File: config.mk
export PLATFORM = sky130hd
export DESIGN_NAME = ser_window_seq
export DESIGN_NICKNAME = d
export VERILOG_FILES = /design/src/rtl/ser_seq_pkg.sv /design/src/rtl/ser_phase_tick.sv /design/src/rtl/ser_window_seq.sv
export SDC_FILE = /design/constraint.sdc
export NUM_CORES = 1
export LEC_CHECK = 0
export BUFFER_PORTS_ARGS = -buffer_cell sky130_fd_sc_hd__buf_2
export CAP_MARGIN = 40
export CORE_MARGIN = 5
export CORE_UTILIZATION = 30
export CTS_CLUSTER_SIZE = 10
export DETAILED_ROUTE_END_ITERATION = 12
export PLACE_DENSITY = 0.48
export SYNTH_ARGS = -nofsm -noshare
export SYNTH_HDL_FRONTEND = slang
export SYNTH_SLANG_ARGS = --single-unit
File: constraint.sdc
create_clock -name clk -period 2.17 [get_ports clk]
set_input_delay 0.434 -clock clk [delete_from_list [all_inputs] [get_ports clk]]
set_output_delay 0.434 -clock clk [all_outputs]
set_load 0.05 [all_outputs]
File: src/rtl/ser_seq_pkg.sv
// Shared types and constants for the serial-window transfer sequencer.
package ser_seq_pkg;

    localparam int unsigned LEN_W = 4;
    localparam logic [LEN_W-1:0] LEN_MAX = 4'd8;

    // ba[13:12] pattern that selects the serial window
    localparam logic [1:0] WIN_SEL = 2'b01;

    localparam logic [3:0] OFF_DATA   = 4'h0;
    localparam logic [3:0] OFF_STATUS = 4'h1;
    localparam logic [3:0] OFF_LEN    = 4'h2;
    localparam logic [3:0] OFF_CTRL   = 4'h3;

    localparam int unsigned STAT_BUSY  = 0;
    localparam int unsigned STAT_DONE  = 1;
    localparam int unsigned STAT_OVR   = 2;
    localparam int unsigned STAT_ABORT = 3;

    typedef enum logic [2:0] {
        ST_IDLE  = 3'd0,
        ST_SETUP = 3'd1,
        ST_LOW   = 3'd2,
        ST_HIGH  = 3'd3,
        ST_HOLD  = 3'd4
    } seq_state_e;

    typedef struct packed {
        logic abort;
        logic overrun;
        logic done;
        logic busy;
    } status_t;

    // LEN of 0 or above 8 means a full byte
    function automatic logic [LEN_W-1:0] eff_len(input logic [LEN_W-1:0] len);
        return ((len == '0) || (len > LEN_MAX)) ? LEN_MAX : len;
    endfunction

endpackage

File: src/rtl/ser_phase_tick.sv
// Loadable phase down-counter; flags the first and last cycle of each CLK_DIV-long phase.
module ser_phase_tick #(
    parameter int unsigned CLK_DIV = 4
) (
    input  logic clk,
    input  logic rst_n,
    input  logic i_load,
    output logic o_tick_c,
    output logic o_first_c
);

    localparam int unsigned CNT_W = (CLK_DIV > 1) ? $clog2(CLK_DIV) : 1;
    localparam logic [CNT_W-1:0] CNT_TOP = CNT_W'(CLK_DIV - 1);

    logic [CNT_W-1:0] r_cnt;

    always_ff @(posedge clk or negedge rst_n) begin
        if (!rst_n) begin
            r_cnt <= '0;
        end else if (i_load) begin
            r_cnt <= CNT_TOP;
        end else if (r_cnt != '0) begin
            r_cnt <= r_cnt - CNT_W'(1);
        end
    end

    assign o_tick_c  = (r_cnt == '0);
    assign o_first_c = (r_cnt == CNT_TOP);

endmodule

File: src/rtl/ser_window_seq.sv
// Bus-mapped serial transfer sequencer for the serial-select address window.
// Optional SER_LOOPBACK_EN adds CTRL.lpbk (offset 0x3) feeding sdo back into the sampler.
module ser_window_seq
    import ser_seq_pkg::*;
#(
    parameter int unsigned DATA_W  = 8,
    parameter int unsigned CLK_DIV = 4
) (
    input  logic              clk,
    input  logic              rst_n,
    input  logic              bus_stb,
    input  logic [13:0]       ba,
    input  logic              br_w,
    input  logic              sser,
    input  logic [DATA_W-1:0] bus_wdata,
    output logic [DATA_W-1:0] bus_rdata,
    output logic              scs_n,
    output logic              sclk,
    output logic              sdo,
    input  logic              sdi,
    output logic              busy,
    output logic              done_irq
);

    seq_state_e        r_state, w_state_next;
    logic              r_start;
    logic [DATA_W-1:0] r_tx, r_shift, r_rx;
    logic [LEN_W-1:0]  r_len, r_bits;
    logic              r_scs_n, r_sclk, r_sdo, r_busy;
    logic              r_done, r_ovr, r_abort;

    logic              w_hit, w_wr, w_wr_data, w_wr_len, w_wr_stat;
    logic              w_active, w_acc_data;
    logic [3:0]        w_off;
    logic              w_load, w_tick, w_first, w_shift;
    logic              w_done_set, w_abort_set;
    logic              w_scs_n_nx, w_sclk_nx, w_sdo_nx, w_busy_nx, w_tx_msb_nx;
    logic              w_lpbk, w_sample_bit;
    status_t           w_status;
    logic              w_unused_ba;

    assign w_hit      = bus_stb & (ba[13:12] == WIN_SEL) & ~sser;
    assign w_off      = ba[7:4];
    assign w_wr       = w_hit & ~br_w;
    assign w_wr_data  = w_wr & (w_off == OFF_DATA);
    assign w_wr_len   = w_wr & (w_off == OFF_LEN);
    assign w_wr_stat  = w_wr & (w_off == OFF_STATUS);
    assign w_active   = r_start | (r_state != ST_IDLE);
    assign w_acc_data = w_wr_data & ~w_active;
    assign w_unused_ba = ^{ba[11:8], ba[3:0]};

`ifdef SER_LOOPBACK_EN
    logic r_lpbk;

    always_ff @(posedge clk or negedge rst_n) begin
        if (!rst_n) begin
            r_lpbk <= 1'b0;
        end else if (w_wr & (w_off == OFF_CTRL)) begin
            r_lpbk <= bus_wdata[0];
        end
    end

    assign w_lpbk = r_lpbk;
`else
    assign w_lpbk = 1'b0;
`endif

    assign w_sample_bit = w_lpbk ? r_tx[DATA_W-1] : sdi;

    ser_phase_tick #(
        .CLK_DIV (CLK_DIV)
    ) u_phase (
        .clk       (clk),
        .rst_n     (rst_n),
        .i_load    (w_load),
        .o_tick_c  (w_tick),
        .o_first_c (w_first)
    );

    always_ff @(posedge clk or negedge rst_n) begin
        if (!rst_n) begin
            r_state <= ST_IDLE;
        end else begin
            r_state <= w_state_next;
        end
    end

    // Next state plus pin values for that state, registered alongside it
    always_comb begin
        w_state_next = r_state;
        w_load       = 1'b0;
        w_shift      = 1'b0;
        w_done_set   = 1'b0;
        w_abort_set  = 1'b0;
        w_scs_n_nx   = 1'b1;
        w_sclk_nx    = 1'b0;
        w_sdo_nx     = 1'b0;
        w_busy_nx    = 1'b0;
        w_tx_msb_nx  = 1'b0;

        case (r_state)
            ST_IDLE: begin
                if (r_start) begin
                    if (sser) begin
                        w_abort_set = 1'b1;
                    end else begin
                        w_state_next = ST_SETUP;
                        w_load       = 1'b1;
                    end
                end
            end
            ST_SETUP: begin
                if (w_tick) begin
                    w_state_next = ST_LOW;
                    w_load       = 1'b1;
                end
            end
            ST_LOW: begin
                if (w_tick) begin
                    w_state_next = ST_HIGH;
                    w_load       = 1'b1;
                end
            end
            ST_HIGH: begin
                if (w_tick) begin
                    w_shift      = 1'b1;
                    w_load       = 1'b1;
                    w_state_next = (r_bits <= LEN_W'(1)) ? ST_HOLD : ST_LOW;
                end
            end
            ST_HOLD: begin
                if (w_tick) begin
                    w_state_next = ST_IDLE;
                    w_done_set   = 1'b1;
                end
            end
            default: w_state_next = ST_IDLE;
        endcase

        // sser high drops the window immediately, discarding the transfer
        if ((r_state != ST_IDLE) && sser) begin
            w_state_next = ST_IDLE;
            w_abort_set  = 1'b1;
            w_shift      = 1'b0;
            w_done_set   = 1'b0;
            w_load       = 1'b0;
        end

        w_tx_msb_nx = w_shift ? r_tx[DATA_W-2] : r_tx[DATA_W-1];

        case (w_state_next)
            ST_SETUP, ST_HOLD: begin
                w_scs_n_nx = 1'b0;
                w_busy_nx  = 1'b1;
            end
            ST_LOW: begin
                w_scs_n_nx = 1'b0;
                w_busy_nx  = 1'b1;
                w_sdo_nx   = w_tx_msb_nx & ~w_lpbk;
            end
            ST_HIGH: begin
                w_scs_n_nx = 1'b0;
                w_busy_nx  = 1'b1;
                w_sclk_nx  = 1'b1;
                w_sdo_nx   = w_tx_msb_nx & ~w_lpbk;
            end
            default: ;
        endcase
    end

    always_ff @(posedge clk or negedge rst_n) begin
        if (!rst_n) begin
            r_scs_n <= 1'b1;
            r_sclk  <= 1'b0;
            r_sdo   <= 1'b0;
            r_busy  <= 1'b0;
        end else begin
            r_scs_n <= w_scs_n_nx;
            r_sclk  <= w_sclk_nx;
            r_sdo   <= w_sdo_nx;
            r_busy  <= w_busy_nx;
        end
    end

    // Shift datapath and configuration registers
    always_ff @(posedge clk or negedge rst_n) begin
        if (!rst_n) begin
            r_start <= 1'b0;
            r_tx    <= '0;
            r_shift <= '0;
            r_rx    <= '0;
            r_bits  <= '0;
            r_len   <= LEN_MAX;
        end else begin
            r_start <= w_acc_data;
            if (w_acc_data) begin
                r_tx   <= bus_wdata;
                r_bits <= eff_len(r_len);
            end else if (w_shift) begin
                r_tx   <= {r_tx[DATA_W-2:0], 1'b0};
                r_bits <= r_bits - LEN_W'(1);
            end
            if (w_acc_data) begin
                r_shift <= '0;
            end else if ((r_state == ST_HIGH) && w_first) begin
                r_shift <= {r_shift[DATA_W-2:0], w_sample_bit};
            end
            if (w_done_set) begin
                r_rx <= r_shift;
            end
            if (w_wr_len & ~w_active) begin
                r_len <= bus_wdata[LEN_W-1:0];
            end
        end
    end

    // Sticky flags: a set in the same cycle as a CPU clear wins
    always_ff @(posedge clk or negedge rst_n) begin
        if (!rst_n) begin
            r_done  <= 1'b0;
            r_ovr   <= 1'b0;
            r_abort <= 1'b0;
        end else begin
            r_done  <= w_done_set | (r_done & ~(w_wr_stat & bus_wdata[STAT_DONE]));
            r_ovr   <= ((w_wr_data | w_wr_len) & w_active)
                     | (r_ovr & ~(w_wr_stat & bus_wdata[STAT_OVR]));
            r_abort <= w_abort_set | (r_abort & ~(w_wr_stat & bus_wdata[STAT_ABORT]));
        end
    end

    always_comb begin
        w_status.abort   = r_abort;
        w_status.overrun = r_ovr;
        w_status.done    = r_done;
        w_status.busy    = r_busy;
    end

    always_comb begin
        bus_rdata = '0;
        if (w_hit & br_w) begin
            case (w_off)
                OFF_DATA:   bus_rdata = r_rx;
                OFF_STATUS: bus_rdata = DATA_W'(w_status);
                OFF_LEN:    bus_rdata = DATA_W'(r_len);
`ifdef SER_LOOPBACK_EN
                OFF_CTRL:   bus_rdata = DATA_W'(r_lpbk);
`endif
                default:    bus_rdata = '0;
            endcase
        end
    end

    assign scs_n    = r_scs_n;
    assign sclk     = r_sclk;
    assign sdo      = r_sdo;
    assign busy     = r_busy;
    assign done_irq = r_done;

endmodule

==> results.toml <==
[drt]
vias_per_cell = 4.67
drt_pre_antenna_iters = 4
drt_iter0_markers = 34
drcViolationCount = 0
vias = 1602
ant_nets = 0
drt_wl_total_um = 5030
wl_per_cell_um = 14.7

[global_route]
grt_pass1_vias = 1708
grt_remaining_overflow = 0
antenna_found_initial = 0
grt_max_degree = 46
grt_pass1_wl_um = 8560
track_usage_pct = 12.0

[worst_setup_path]
crit_path_max_incr_delay_ps = 530
cpMostUsedCell = "buf_4"
path_class = "input pin to output port"
cp-end-kind = "output port"
critPathSlowestCell = "or4_4"
worstPathCellList = "buf_2 -> or4_4 -> nor3_2 -> buf_4 -> and2_2 -> buf_4"
cp.buffers_inverters = 3
cp.required_ps = 1740
r2r_cells = 5
crit_fanout = 4
critPathLaunchType = "input pin"
crit_arrival_ps = 1670
path_depth = 6
cp_top_family = "simple AND/OR/NAND/NOR gates"

[clock_tree]
htree_levels = 2
numCtsBuffers = 5
clk_latency_ps = 290
cts-root-buf = "clkbuf_8"
cts_tree = "done"
clockBufferDepth = 2
clkTransAtPathRegs_ps = 90
cts_setup_buffers = 0
clock-sinks = 45
postCtsHoldBufs = 0

[synthesis]
synth.most_common_cell = "dfrtp_1"
synth-seq-area-share_pct = 50.6
synth_cell_types = 42
syn_inst = 192
yosys_most_used_dff = "dfrtp_1"
synth_edf_count = 0
ys_warn_count = 0
syn_area_per_cell_sq_um = 11.6
synth_top_area_share_pct = 48.3
ys_ff_latch = 45
synthArstFlopShare_pct = 100
yosys.area.top_type = "dfrtp_1"
netlist_area_sq_mm = 0.00223
synth_commonest_cells = "43 x dfrtp_1, 22 x nor2_1, 19 x mux2_2"
synth_nets = 224
synth_area_leaders = "dfrtp_1 48%, mux2_2 9.6%, mux2i_1 4.9%"

[floorplanning]
die_y_um = 96.2
pin_count = 41
core.rowCount = 31
initial_utilization_pct = 30.7
die_x_um = 96.2
die_area_sq_mm = 0.00926
core_area_sq_mm = 0.00725

[job]
maxCapViolCount = 0

[placement]
numPortBuffers = 32
dp_hpwl_um = 3690
post_dp_cell_area_sq_mm = 0.00263
pre_cts_ws_ps = -29.5
gp_congestion = 0.750

[power]
p_leak_nw = 1.38
power.total_w = 0.00213
p_per_area_mw_per_mm2 = 771
ir_drop_mv = 0.288

[sta]
clock.fmax_ghz = 0.476
finalSetupTns_ps = 0
whs_ps = 109
max-slew-margin-rel_pct = 56.5
period_needed_ps = 2100
rsz0062_at_grt = "no"
worst_pin_slew_ps = 647
setup_ws_ps = 68.4
slew_violations = 0
finalCritPeriodShare_pct = 96.8
finalSetupViolCount = 0
fin_skew_ps = 7.46
hold_violations = 0

[cells_and_area]
layout-drive-gt1-share_pct = 38.9
fin_area_sq_mm = 0.00276
antenna_cells = 0
area_delta_synth_final_pct = 23.6
nNetsFinal = 275

[status]
status = "complete, no violations"

[worst_hold_path]
min_path_type = "input pin to asynchronous set/reset pin"
-- layout by cell type (no fill, tap or decap), types with 3 or more instances in the layout --
cell | synthesis | layout
a21o_1 | 6 | 6
a22o_1 | 7 | 7
a22oi_1 | 4 | 4
and2_2 | 0 | 5
buf_2 | 4 | 25
buf_4 | 1 | 25
clkbuf_8 | 0 | 6
dfrtp_1 | 43 | 43
ha_1 | 4 | 4
inv_1 | 8 | 8
mux2_2 | 19 | 19
mux2i_1 | 11 | 11
nand2_1 | 5 | 5
nand3b_1 | 3 | 3
nand4_1 | 3 | 3
nor2_1 | 22 | 22
nor2b_1 | 3 | 3
nor3_1 | 5 | 3
nor3_2 | 1 | 3
o21ai_0 | 6 | 5
-- metrics by stage --
stage / instances / util (%)
after global placement: 335 / 36.2
final: 343 / 38.0
after detailed placement: 335 / 36.2
after floorplan: 192 / -
after global routing: 343 / 38.0
after CTS: 343 / 37.8
-- routing by layer --
layer  routed length [um]  share of wire [%]  up-vias  GRT usage, %
li1                     -                  -      797             -
met1                 2400                 48      775          15.7
met2                 2400                 48       26          19.8
met3                  197                3.9        4          3.28
met4                   35               0.70        0          2.84
met5                    0                  0        -             0
-- cell type report --
type / count / area, sq um
clock buffer: 6 / 82.6
clock inverter: 2 / 13.8
fill: 737 / 4500
inverter: 8 / 30.0
multi-input combinational: 131 / 1030
sequential: 45 / 1130
tap: 99 / 124
timing repair buffer: 52 / 344
-- logic make-up (layout without fill, tap and decap cells) --
family	Yosys count	after routing	synth area share, %
AND/OR/NAND/NOR	63	63	17.2
flip-flops	45	45	50.6
multiplexers	30	30	14.5
adder cells (fa/ha/maj)	4	4	2.24
buffers and inverters	16	68	3.76
XOR/XNOR	3	3	1.18
AO/OA/AOI/OAI	31	31	10.4
-- registers in the layout, summed over array words and instances, names as in the netlist, 2 cells and up --
name,cells
r_tx,8
r_len,4
r_bits,4
r_state,3
r_rx,8
r_shift,8
u_phase.r_cnt,2
-- power breakdown --
part           total [W]  leakage, nW  switching, W  internal, W
registers        0.00106        0.562     0.0000965     0.000963
logic           0.000518        0.769      0.000292     0.000225
clock network   0.000549       0.0512      0.000291     0.000259
total            0.00213         1.38      0.000679      0.00145
-- path summary, 6_finish.rpt --
check / from / slack, ps / to
worst max-delay path: ba[5] / 70 / bus_rdata[4]
min in group clk: bus_wdata[0] / 360 / r_tx[0]
worst max register to register: r_state[0] / 230 / r_tx[2]
worst min-delay path: rst_n / 110 / sclk
worst min register to register: r_tx[1] / 490 / r_tx[1]
max in group asynchronous: rst_n / 1790 / r_len[3]
-- timing repair --
| item | 4_1_cts | 5_1_grt |
|---|---|---|
| setup endpoints to repair | 7 | 8 |
| gates cloned | 0 | 0 |
| gates resized for setup | 7 | 5 |
| endpoints found under the hold margin | 0 | 0 |
Power figures use the tool's default switching activity.
